### config.mk
export PLATFORM = sky130hd
export DESIGN_NAME = custom_axi_result_fifo
export DESIGN_NICKNAME = d
export VERILOG_FILES = /design/src/rtl/custom_axi_result_fifo.sv
export SDC_FILE = /design/constraint.sdc
export NUM_CORES = 1
export LEC_CHECK = 0
export ABC_AREA = 1
export CORE_MARGIN = 2
export CORE_UTILIZATION = 57
export CTS_CLUSTER_DIAMETER = 100
export DETAILED_ROUTE_END_ITERATION = 8
export PLACE_DENSITY = 0.82
export SKIP_CTS_REPAIR_TIMING = 1
export SLEW_MARGIN = 20
export SYNTH_ARGS = -nofsm -noshare
export SYNTH_HDL_FRONTEND = slang
export SYNTH_SLANG_ARGS = --single-unit
### constraint.sdc
create_clock -name clk_i -period 4.21 [get_ports clk_i]
set_input_delay 1.263 -clock clk_i [delete_from_list [all_inputs] [get_ports clk_i]]
set_output_delay 1.263 -clock clk_i [all_outputs]
set_load 0.02 [all_outputs]
### src/rtl/custom_axi_result_fifo.sv
// Result collector: filters core completions, queues valid results in a small FIFO and
// presents them on a valid/ready port, with sticky overflow and malformed-strobe flags.
module custom_axi_result_fifo #(
  parameter int unsigned DEPTH      = 4,
  parameter int unsigned DATA_WIDTH = 16
) (
  input  logic                        clk_i,
  input  logic                        rst_ni,
  input  logic [DATA_WIDTH:0]         res_i,
  input  logic [1:0]                  res_en_i,
  input  logic                        clear_i,
  output logic                        m_valid_o,
  input  logic                        m_ready_i,
  output logic [DATA_WIDTH-1:0]       m_data_o,
  output logic [$clog2(DEPTH):0]      level_o,
  output logic                        overflow_o,
  output logic                        malformed_o
);

  localparam int unsigned PtrW = $clog2(DEPTH);
  localparam int unsigned LvlW = $clog2(DEPTH) + 1;
  localparam logic [LvlW-1:0] FullLvl = LvlW'(DEPTH);

  logic [DATA_WIDTH-1:0] mem_q [DEPTH];
  logic [DATA_WIDTH-1:0] mem_d [DEPTH];
  logic [PtrW-1:0]       wr_ptr_q, wr_ptr_d;
  logic [PtrW-1:0]       rd_ptr_q, rd_ptr_d;
  logic [LvlW-1:0]       level_q, level_d;
  logic                  overflow_q, overflow_d;
  logic                  malformed_q, malformed_d;

  logic push_req, bad_strobe, pop, full, do_push;

  always_comb begin
    push_req   = (res_en_i == 2'b01) && res_i[0];
    bad_strobe = (res_en_i != 2'b00) && !push_req;
    pop        = (level_q != '0) && m_ready_i;
    full       = (level_q == FullLvl);
    // A pop in the same cycle frees the slot, so a full FIFO can still accept.
    do_push    = push_req && (!full || pop);

    mem_d       = mem_q;
    wr_ptr_d    = wr_ptr_q;
    rd_ptr_d    = rd_ptr_q;
    level_d     = level_q;
    overflow_d  = overflow_q;
    malformed_d = malformed_q;

    if (clear_i) begin
      wr_ptr_d    = '0;
      rd_ptr_d    = '0;
      level_d     = '0;
      overflow_d  = 1'b0;
      malformed_d = 1'b0;
    end else begin
      if (do_push) begin
        mem_d[wr_ptr_q] = res_i[DATA_WIDTH:1];
        wr_ptr_d        = wr_ptr_q + PtrW'(1);
      end
      if (pop) begin
        rd_ptr_d = rd_ptr_q + PtrW'(1);
      end
      if (do_push && !pop) begin
        level_d = level_q + LvlW'(1);
      end else if (pop && !do_push) begin
        level_d = level_q - LvlW'(1);
      end
      if (push_req && !do_push) begin
        overflow_d = 1'b1;
      end
      if (bad_strobe) begin
        malformed_d = 1'b1;
      end
    end
  end

  always_ff @(posedge clk_i or negedge rst_ni) begin
    if (!rst_ni) begin
      mem_q       <= '{default: '0};
      wr_ptr_q    <= '0;
      rd_ptr_q    <= '0;
      level_q     <= '0;
      overflow_q  <= 1'b0;
      malformed_q <= 1'b0;
    end else begin
      mem_q       <= mem_d;
      wr_ptr_q    <= wr_ptr_d;
      rd_ptr_q    <= rd_ptr_d;
      level_q     <= level_d;
      overflow_q  <= overflow_d;
      malformed_q <= malformed_d;
    end
  end

  assign m_valid_o   = (level_q != '0);
  assign m_data_o    = m_valid_o ? mem_q[rd_ptr_q] : '0;
  assign level_o     = level_q;
  assign overflow_o  = overflow_q;
  assign malformed_o = malformed_q;

endmodule

==> results.cfg, run 1 <==
[outcome]
status = finished clean

[timing]
setup_tns_ps = 0
finalSetupViolCount = 0
hold_violations = 0
tightestPinTransition_ps = 911
rsz0062_at_grt = no
finalCritPeriodShare_pct = 85.7
fin_crit_ps = 3610
slew_violations = 0
fin_skew_ps = 6.76
fmaxAchievable_mhz = 277
maxSlewHeadroom_pct = 39.3
holdWs_ps = 483

[clocking]
clk_path_buf_depth = 2
clk_pin_slew_worst_paths_ps = 80
cts_max_level = 3
clock_latency_ps = 350
cts-buffers-inserted = 9
cts_tree = yes
root_buffer = clkbuf_8
cts_sinks = 73

[routing]
viasPerCell = 5.42
drt_iter0_markers = 227
avgRoutedWirePerCell_um = 14.4
drtPass1Iterations = 5
vias = 2870
ant_nets = 0
drc_errors = 0
wl_mm = 7.66

[logic_synthesis]
synth_simple_gate_area_share_pct = 19.1
netlist.area_leader.share_pct = 51.3
syn-num-nets = 442
synth-adder-area-share_pct = 1.97
netlist_area_mm2 = 0.00356
synth-main-ff-cell = dfrtp_1
synth.mux.area_fraction_pct = 0
synth-xor-area-share_pct = 0
synth.distinct_cells = 25
yosysSeqAreaShare_pct = 51.3
async_flop_share_pct = 100
ys_top_cells_by_area = dfrtp_1, nand2_1, nor2_1, o21ai_1, o21ai_0
yosys_warnings = 0
yosys.area.top_type = dfrtp_1
synth-compound-area-share_pct = 19.1
ys_ff_latch = 73
synth.avg_cell_area_um2 = 8.60
synth_top_family_by_area = compound AO/OA/AOI/OAI gates
syn_inst = 414
synth_edf_count = 0

[critical_path]
critPathMaxStageDelay_ps = 630
cp-start-kind = flop
critPathArrivalTime_ps = 2340
critical_path.slowest_cell = clkdlybuf4s50_1
crit_fanout = 18
cp_data_required_time_ps = 2950
cp-end-kind = output port
worstPathCellList = clkinv_1 > nor2_1 > o21ai_0 > a21oi_1 > clkdlybuf4s50_1
path_class = reg -> out

[placed_design]
dp_hpwl_mm = 4.55
gp_congestion = 0.871
portBuffers = 44
place_area_mm2 = 0.00393

[layout]
final_common_cell = nand2_1
nets = 478
mostFrequentLayoutCells = nand2_1, dfrtp_1, nor2_1
area_delta_synth_final_pct = 16.5
drive_gt1_share_pct = 10.8
final_area_mm2 = 0.00415
diodes = 0
final.fill_count = 456

[floorplanning]
die_w_um = 83.1
core_mm2 = 0.00599
dieArea_mm2 = 0.00690
pin_count = 45
start_util_pct = 59.5
die_height_um = 83.1
row_count = 28

[grt]
grt_pass1_wl_mm = 13.3
grt_max_degree = 74
grt_pass1_vias = 2844
grt_use_total_pct = 23.9
antenna_found_initial = 0
grt.overflow.total = 0

[pwr]
pwr_density_cell_mw_per_mm2 = 568
ir_drop_mv = 0.375
p_leak_nw = 1.96

[hold_path]
hp-class = reg -> reg

[flow_run]
drv_cap = 0
-- layer usage --
layer  wire length [um]  up-vias  track usage [%]  part of all wire (%)
met2               3650      102             38.5                    48
met4                132        0             10.1                   1.7
met3                373       14             3.78                   4.9
li1                   -     1417                -                     -
met5                  0        -                0                     0
met1               3500     1337             32.3                    46
-- per-stage QoR --
step | cells | power, mW | setup slack [ps] | utilization (%)
after CTS | 530 | 2.37 | 577 | 69.3
after global routing | 530 | 2.50 | 319 | 69.3
after global placement | 514 | 1.73 | 1020 | 65.7
after floorplan | 414 | 1.41 | 1540 | -
final | 530 | 2.36 | 603 | 69.3
after detailed placement | 514 | 1.75 | 955 | 65.7
-- worst paths after layout --
kind	cells past startpoint	slack [ps]	from	endpoint
worst max-delay path	5	600	rd_ptr_q[1]	m_data_o[12]
worst min-delay path	2	480	mem_q[39]	mem_q[39]
worst max register to register	9	2460	level_o[1]	level_o[2]
worst min register to register	2	480	mem_q[39]	mem_q[39]
max in group asynchronous	2	2500	rst_ni	mem_q[22]
min in group asynchronous	2	1120	rst_ni	mem_q[1]
-- flip-flops by register name, indices dropped and copies added, names as in the netlist --
signal	count
level_o	3
malformed_o	1
mem_q	64
overflow_o	1
rd_ptr_q	2
wr_ptr_q	2
-- kinds of logic (layout without fill, tap and decap cells) --
logic type | count (synthesis) | in the layout
adders and majority gates | 5 | 5
and+or+nand+nor | 159 | 159
AOI/OAI and AO/OA | 123 | 123
DFF | 73 | 73
buffers and inverters | 54 | 95
-- critical path: cells and delay by family (launching register included) --
family	cells	cell delay (ps)
AO/OA/AOI/OAI	2	260
buffers and inverters	2	1090
flip-flops	1	360
AND/OR/NAND/NOR	1	280
-- synthesized netlist by cell type (2+ instances only) --
cell,number
nand2_4,5
dfrtp_1,73
inv_1,28
clkbuf_1,4
o21ai_2,17
ha_1,4
o21ai_0,36
a21oi_1,21
nand3_1,8
buf_2,6
buf_6,12
o21ai_1,47
inv_2,2
nor2_1,66
nand2_1,75
-- power by group --
group / switching (mW) / internal, mW
Clock: 0.278 / 0.333
Combinational: 0.532 / 0.354
Sequential: 0.0628 / 0.798
-- cell type report --
cell class / instances / area (um2) / area share (%)
flip-flops and latches: 73 / 1830 / 44.0
multi-input cells: 287 / 1430 / 34.5
repair buffers: 48 / 465 / 11.2
clock buffers: 9 / 124 / 2.98
inverters: 31 / 116 / 2.80
clock inverters: 7 / 93.8 / 2.26
well taps: 75 / 93.8 / 2.26
No activity file was read; power rests on OpenSTA's default activity.
==> run 2, diff against run 1 <==
Settings changed: CTS_BUF_LIST set to sky130_fd_sc_hd__clkbuf_8 sky130_fd_sc_hd__clkbuf_16, GPL_TIMING_DRIVEN set to 0.
==> run 2 against run 1 <==
Against the previous run:
- first-iteration DRC count up 42%
- utilization up 2.9 points
- sequential cell count is the same
- total power grew 1.3%
- worst setup slack got worse by 180 ps
- die area is the same
- global-route usage grew 3.9 points
- via count up 8.3%
- hold slack better by 4.8 ps
- critical path depth increased by 1
- register-to-register slack better by 50 ps
- count of clock-buffer cells in the layout stayed put
==> results.cfg, run 2 (synthesized netlist as in run 1, its figures left out) <==
[pwr]
sequentialPowerShare_pct = 36.0
power.share.clock_pct = 24.8
ir_drop_mv = 0.464
p_int_mw = 1.50
pwr_density_cell_mw_per_mm2 = 553
p_leak_nw = 2.06
p_sw_uw = 895
switching_share_pct = 37.4
pwr-share-comb_pct = 39.3
total_power_mw = 2.39

[layout]
nets = 498
final_util_pct = 72.2
drive_gt1_share_pct = 13.3
area_delta_synth_final_pct = 21.4
multiInputGateArea_mm2 = 0.00143
largest-register = mem_q
final_common_cell = nand2_1
mostFrequentLayoutCells = nand2_1, dfrtp_1, nor2_1
final.fill_count = 481
diodes = 0
largest_register_ffs = 64
seq_area_mm2 = 0.00183

[critical_path]
critPathBufInv = 4
critPathMaxStageDelay_ps = 630
r2r_start = level_o[1]
critical_path.slowest_cell = clkdlybuf4s50_1
cp-end-kind = output port
r2r_slack_ps = 2510
startpoint = rd_ptr_q[0]
cp_data_required_time_ps = 2950
crit_fanout = 10
cp-start-kind = flop
critPathArrivalTime_ps = 2520
worstPathCellList = buf_2 > inv_1 > clkbuf_1 > o21ai_0 > a21oi_1 > clkdlybuf4s50_1
critPathTopFamily = buffers and inverters
path_class = reg -> out

[routing]
drtPass1Iterations = 5
drc_errors = 0
avgRoutedWirePerCell_um = 16.4
drt_iter0_markers = 323
ant_nets = 0
viasPerCell = 5.65
wl_mm = 9.00
vias = 3107

[hold_path]
hp-class = reg -> reg
worstHoldStart = mem_q[48]

[floorplanning]
dieArea_mm2 = 0.00690
start_util_pct = 59.5
row_count = 28
core_mm2 = 0.00599
die_height_um = 83.1
pin_count = 45
die_w_um = 83.1

[clocking]
cts_max_level = 3
clk_pin_slew_worst_paths_ps = 70
cts_tree = yes
root_buffer = clkbuf_8
cts-buffers-inserted = 9
cts_sinks = 73
clock_latency_ps = 350
clk_path_buf_depth = 2

[outcome]
status = finished clean

[timing]
tightestPinTransition_ps = 550
fin_ws_ps = 423
hold_violations = 0
finalSetupViolCount = 0
setup_tns_ps = 0
finalCritPeriodShare_pct = 90.0
slew_violations = 0
rsz0062_at_grt = no
fin_skew_ps = 9.47
fin_crit_ps = 3790
fmaxAchievable_mhz = 264
maxSlewHeadroom_pct = 63.3

[grt]
grt.overflow.total = 0
antenna_found_initial = 0
grt_pass1_vias = 3216
grt_max_degree = 38
grt_use_total_pct = 27.8
grt_pass1_wl_mm = 15.2

[placed_design]
post-place-ws_ps = 810
portBuffers = 44
dp_hpwl_mm = 5.94
gp_congestion = 0.795

[flow_run]
drv_cap = 0
==> run 2: cell count changes in the layout (fill, tap and decap cells not counted), sizes merged <==
| cell | previous run | this run |
|---|---|---|
| inv | 31 | 32 |
| clkinv | 3 | 2 |
| clkbuf | 9 | 13 |
| buf | 5 | 21 |
==> run 2: cell type report <==
type	instances	area share, %
sequential	73	42.2
multi-input combinational	287	33.1
timing repair buffer	45	10.6
buffer	23	4.34
clock buffer	9	2.86
inverter	31	2.69
tap	75	2.17
clock inverter	7	2.02
==> run 2: power groups by stage <==
stage          Combinational [mW]  Sequential [mW]  Clock, mW
6_report                    0.939            0.859      0.592
4_1_cts                     0.931            0.857      0.592
2_1_floorplan               0.541            0.872          0
5_1_grt                      1.03            0.869      0.626
3_3_place_gp                0.896            0.864          0
3_5_place_dp                0.920            0.868          0
==> run 2: final timing paths <==
check	endpoint	cells after the start
max	m_data_o[9]	6
min reg2reg	mem_q[48]	2
min	mem_q[48]	2
max in group asynchronous	mem_q[48]	2
min in group asynchronous	mem_q[17]	1
max reg2reg	level_o[2]	9
==> run 2: per-layer routing <==
metal | global-route usage, % | routed length (um) | vias up
li1 | - | - | 1469
met1 | 36.1 | 3860 | 1513
met2 | 46.9 | 4530 | 114
met3 | 5.07 | 486 | 11
met4 | 9.69 | 117 | 0
met5 | 0 | 0 | -
==> run 2: through the flow <==
step	cells	area [um2]	hold slack [ps]
after floorplan	414	3560	450
after global placement	533	4100	459
after detailed placement	534	4110	463
after CTS	550	4330	482
after global routing	550	4330	504
final	550	4330	488
==> run 2: tightest hold or removal path: cells and delay by family (launching register included) <==
| kind | cells | cell delay [ps] |
|---|---|---|
| simple gates | 1 | 60 |
| flops | 1 | 350 |
| compound gates | 1 | 50 |
==> run 3, diff against run 2 <==
Settings changed: CAP_MARGIN set to 20, CORE_UTILIZATION 57 to 55, GPL_TIMING_DRIVEN 0 to not set, PLACE_DENSITY 0.82 to 0.79.
Clock period 4.21 ns to 3.5 ns, I/O delays scaled along.
==> run 3 against run 2 <==
Against the previous run:
- clock skew down 0.70 ps
- global-route usage down 4.4 points
- combinational power up 15%
- worst setup slack worse by 160 ps
- first-iteration DRC count down 52%
- final area down 4.3%
- clock power down 2%
- die area up 3.4%
- total power up 13%
- largest cell class unchanged
- largest power group unchanged
==> results.cfg, run 3 (synthesized netlist as in run 1, its figures left out) <==
[critical_path]
rr_worst_depth = 9
cp-end-kind = output port
critPathMaxStageDelay_ps = 620
path_class = reg -> out
critical_path.slowest_cell = clkdlybuf4s50_1
critPathArrivalTime_ps = 2190
critPathBufInv = 3
r2r_start = level_o[1]
cp_data_required_time_ps = 2450
cp-start-kind = flop
r2r-end = level_o[2]
critPathTopFamily = buffers and inverters
worstPathCellList = clkinv_1 > buf_4 > nor2_1 > o21ai_0 > a21oi_1 > clkdlybuf4s50_1
r2r_slack_ps = 1800
crit_fanout = 10

[clocking]
cts-buffers-inserted = 9
root_buffer = clkbuf_8
clock_latency_ps = 350
cts_max_level = 3
cts_tree = yes
clk_path_buf_depth = 2
cts_sinks = 73
clk_pin_slew_worst_paths_ps = 80

[timing]
fin_ws_ps = 264
finalSetupViolCount = 0
fin_crit_ps = 3240
setup_tns_ps = 0
finalCritPeriodShare_pct = 92.5
maxSlewHeadroom_pct = 70.1
rsz0062_at_grt = no
hold_violations = 0
slew_violations = 0
fmaxAchievable_mhz = 309
fin_skew_ps = 8.78
tightestPinTransition_ps = 449

[grt]
grt_pass1_vias = 2841
grt_pass1_wl_mm = 13.1
grt_max_degree = 34
grt_use_total_pct = 23.3
grt.overflow.total = 0
antenna_found_initial = 0

[placed_design]
dp_hpwl_mm = 4.88
post-place-ws_ps = 646
place_area_mm2 = 0.00397
gp_congestion = 0.782
portBuffers = 44

[flow_run]
drv_cap = 0

[routing]
drt_iter0_markers = 156
drc_errors = 0
wl_met1_mm = 3.51
wl_mm = 7.49
top_layer = met4
vias = 2841
met2_length_mm = 3.51
met3_wirelength_um = 314
ant_nets = 0
drtPass1Iterations = 5
avgRoutedWirePerCell_um = 14.0
viasPerCell = 5.30

[floorplanning]
row_count = 29
dieArea_mm2 = 0.00714
die_height_um = 84.5
start_util_pct = 56.4
pin_count = 45
core_mm2 = 0.00631
die_w_um = 84.5

[layout]
mostFrequentLayoutCells = nand2_1, dfrtp_1, nor2_1
final.fill_count = 555
nets = 482
largest_register_ffs = 64
drive_gt1_share_pct = 11.3
final_common_cell = nand2_1
diodes = 0
area_delta_synth_final_pct = 16.2
final_area_mm2 = 0.00414
largest-register = mem_q

[outcome]
status = finished clean

[hold_path]
hold_end = mem_q[43]
worstHoldStart = mem_q[43]
hold_depth = 2
hp-class = reg -> reg

[pwr]
p_leak_nw = 1.96
ir_drop_mv = 0.452
pwr_density_cell_mw_per_mm2 = 651
run 3: changes by cell type in the layout (fill, tap and decap cells not counted), sizes merged:
| cell | previous run | this run |
|---|---|---|
| buf | 21 | 9 |
| bufinv | 2 | 0 |
| clkbuf | 13 | 10 |
| clkinv | 2 | 5 |
| clkinvlp | 2 | 1 |
| inv | 32 | 31 |
run 3: final cells by class:
| class | instances | area, um2 | area share, % |
|---|---|---|---|
| flip-flops and latches | 73 | 1830 | 44.1 |
| multi-input cells | 287 | 1430 | 34.6 |
| repair buffers | 52 | 495 | 12.0 |
| clock buffers | 10 | 138 | 3.33 |
| inverters | 31 | 116 | 2.81 |
| well taps | 77 | 96.3 | 2.33 |
| clock inverters | 6 | 35.0 | 0.846 |
run 3: metrics by stage:
stage	utilization, %	cells	hold slack (ps)	total power, mW
floorplan	-	414	450	1.70
global route	65.6	536	497	2.87
CTS	65.6	536	482	2.71
global placement	62.8	520	460	2.10
detailed placement	62.8	520	463	2.13
finish	65.6	536	481	2.69
run 3: worst max-delay path by stage:
stage / start / end / slack, ps / depth (start not counted)
6_report: rd_ptr_q[1] / m_data_o[0] / 260 / 6
5_1_grt: rd_ptr_q[1] / m_data_o[3] / 90 / 6
4_1_cts: rd_ptr_q[1] / m_data_o[0] / 250 / 6
3_5_place_dp: rd_ptr_q[1] / m_data_o[0] / 650 / 6
3_3_place_gp: rd_ptr_q[0] / m_data_o[13] / 670 / 5
2_1_floorplan: level_o[2] / m_data_o[10] / 1050 / 5
run 3: report_power, final:
| part | switching, mW | total (mW) | internal, mW | leakage [nW] |
|---|---|---|---|---|
| clock | 0.312 | 0.583 | 0.271 | 0.0932 |
| sequential | 0.0728 | 1.03 | 0.960 | 0.982 |
| combinational | 0.631 | 1.08 | 0.446 | 0.886 |
run 3: metal layers:
layer	up-vias	global-route usage, %
met5	-	0
met1	1334	31.7
met4	0	9.67
li1	1428	-
met3	14	5.11
met2	65	36.7
run 3: worst min-delay path, delay by kind of cell (launching register included):
kind	cells	cell delay, ps
compound gates	1	50
simple gates	1	60
flops	1	340
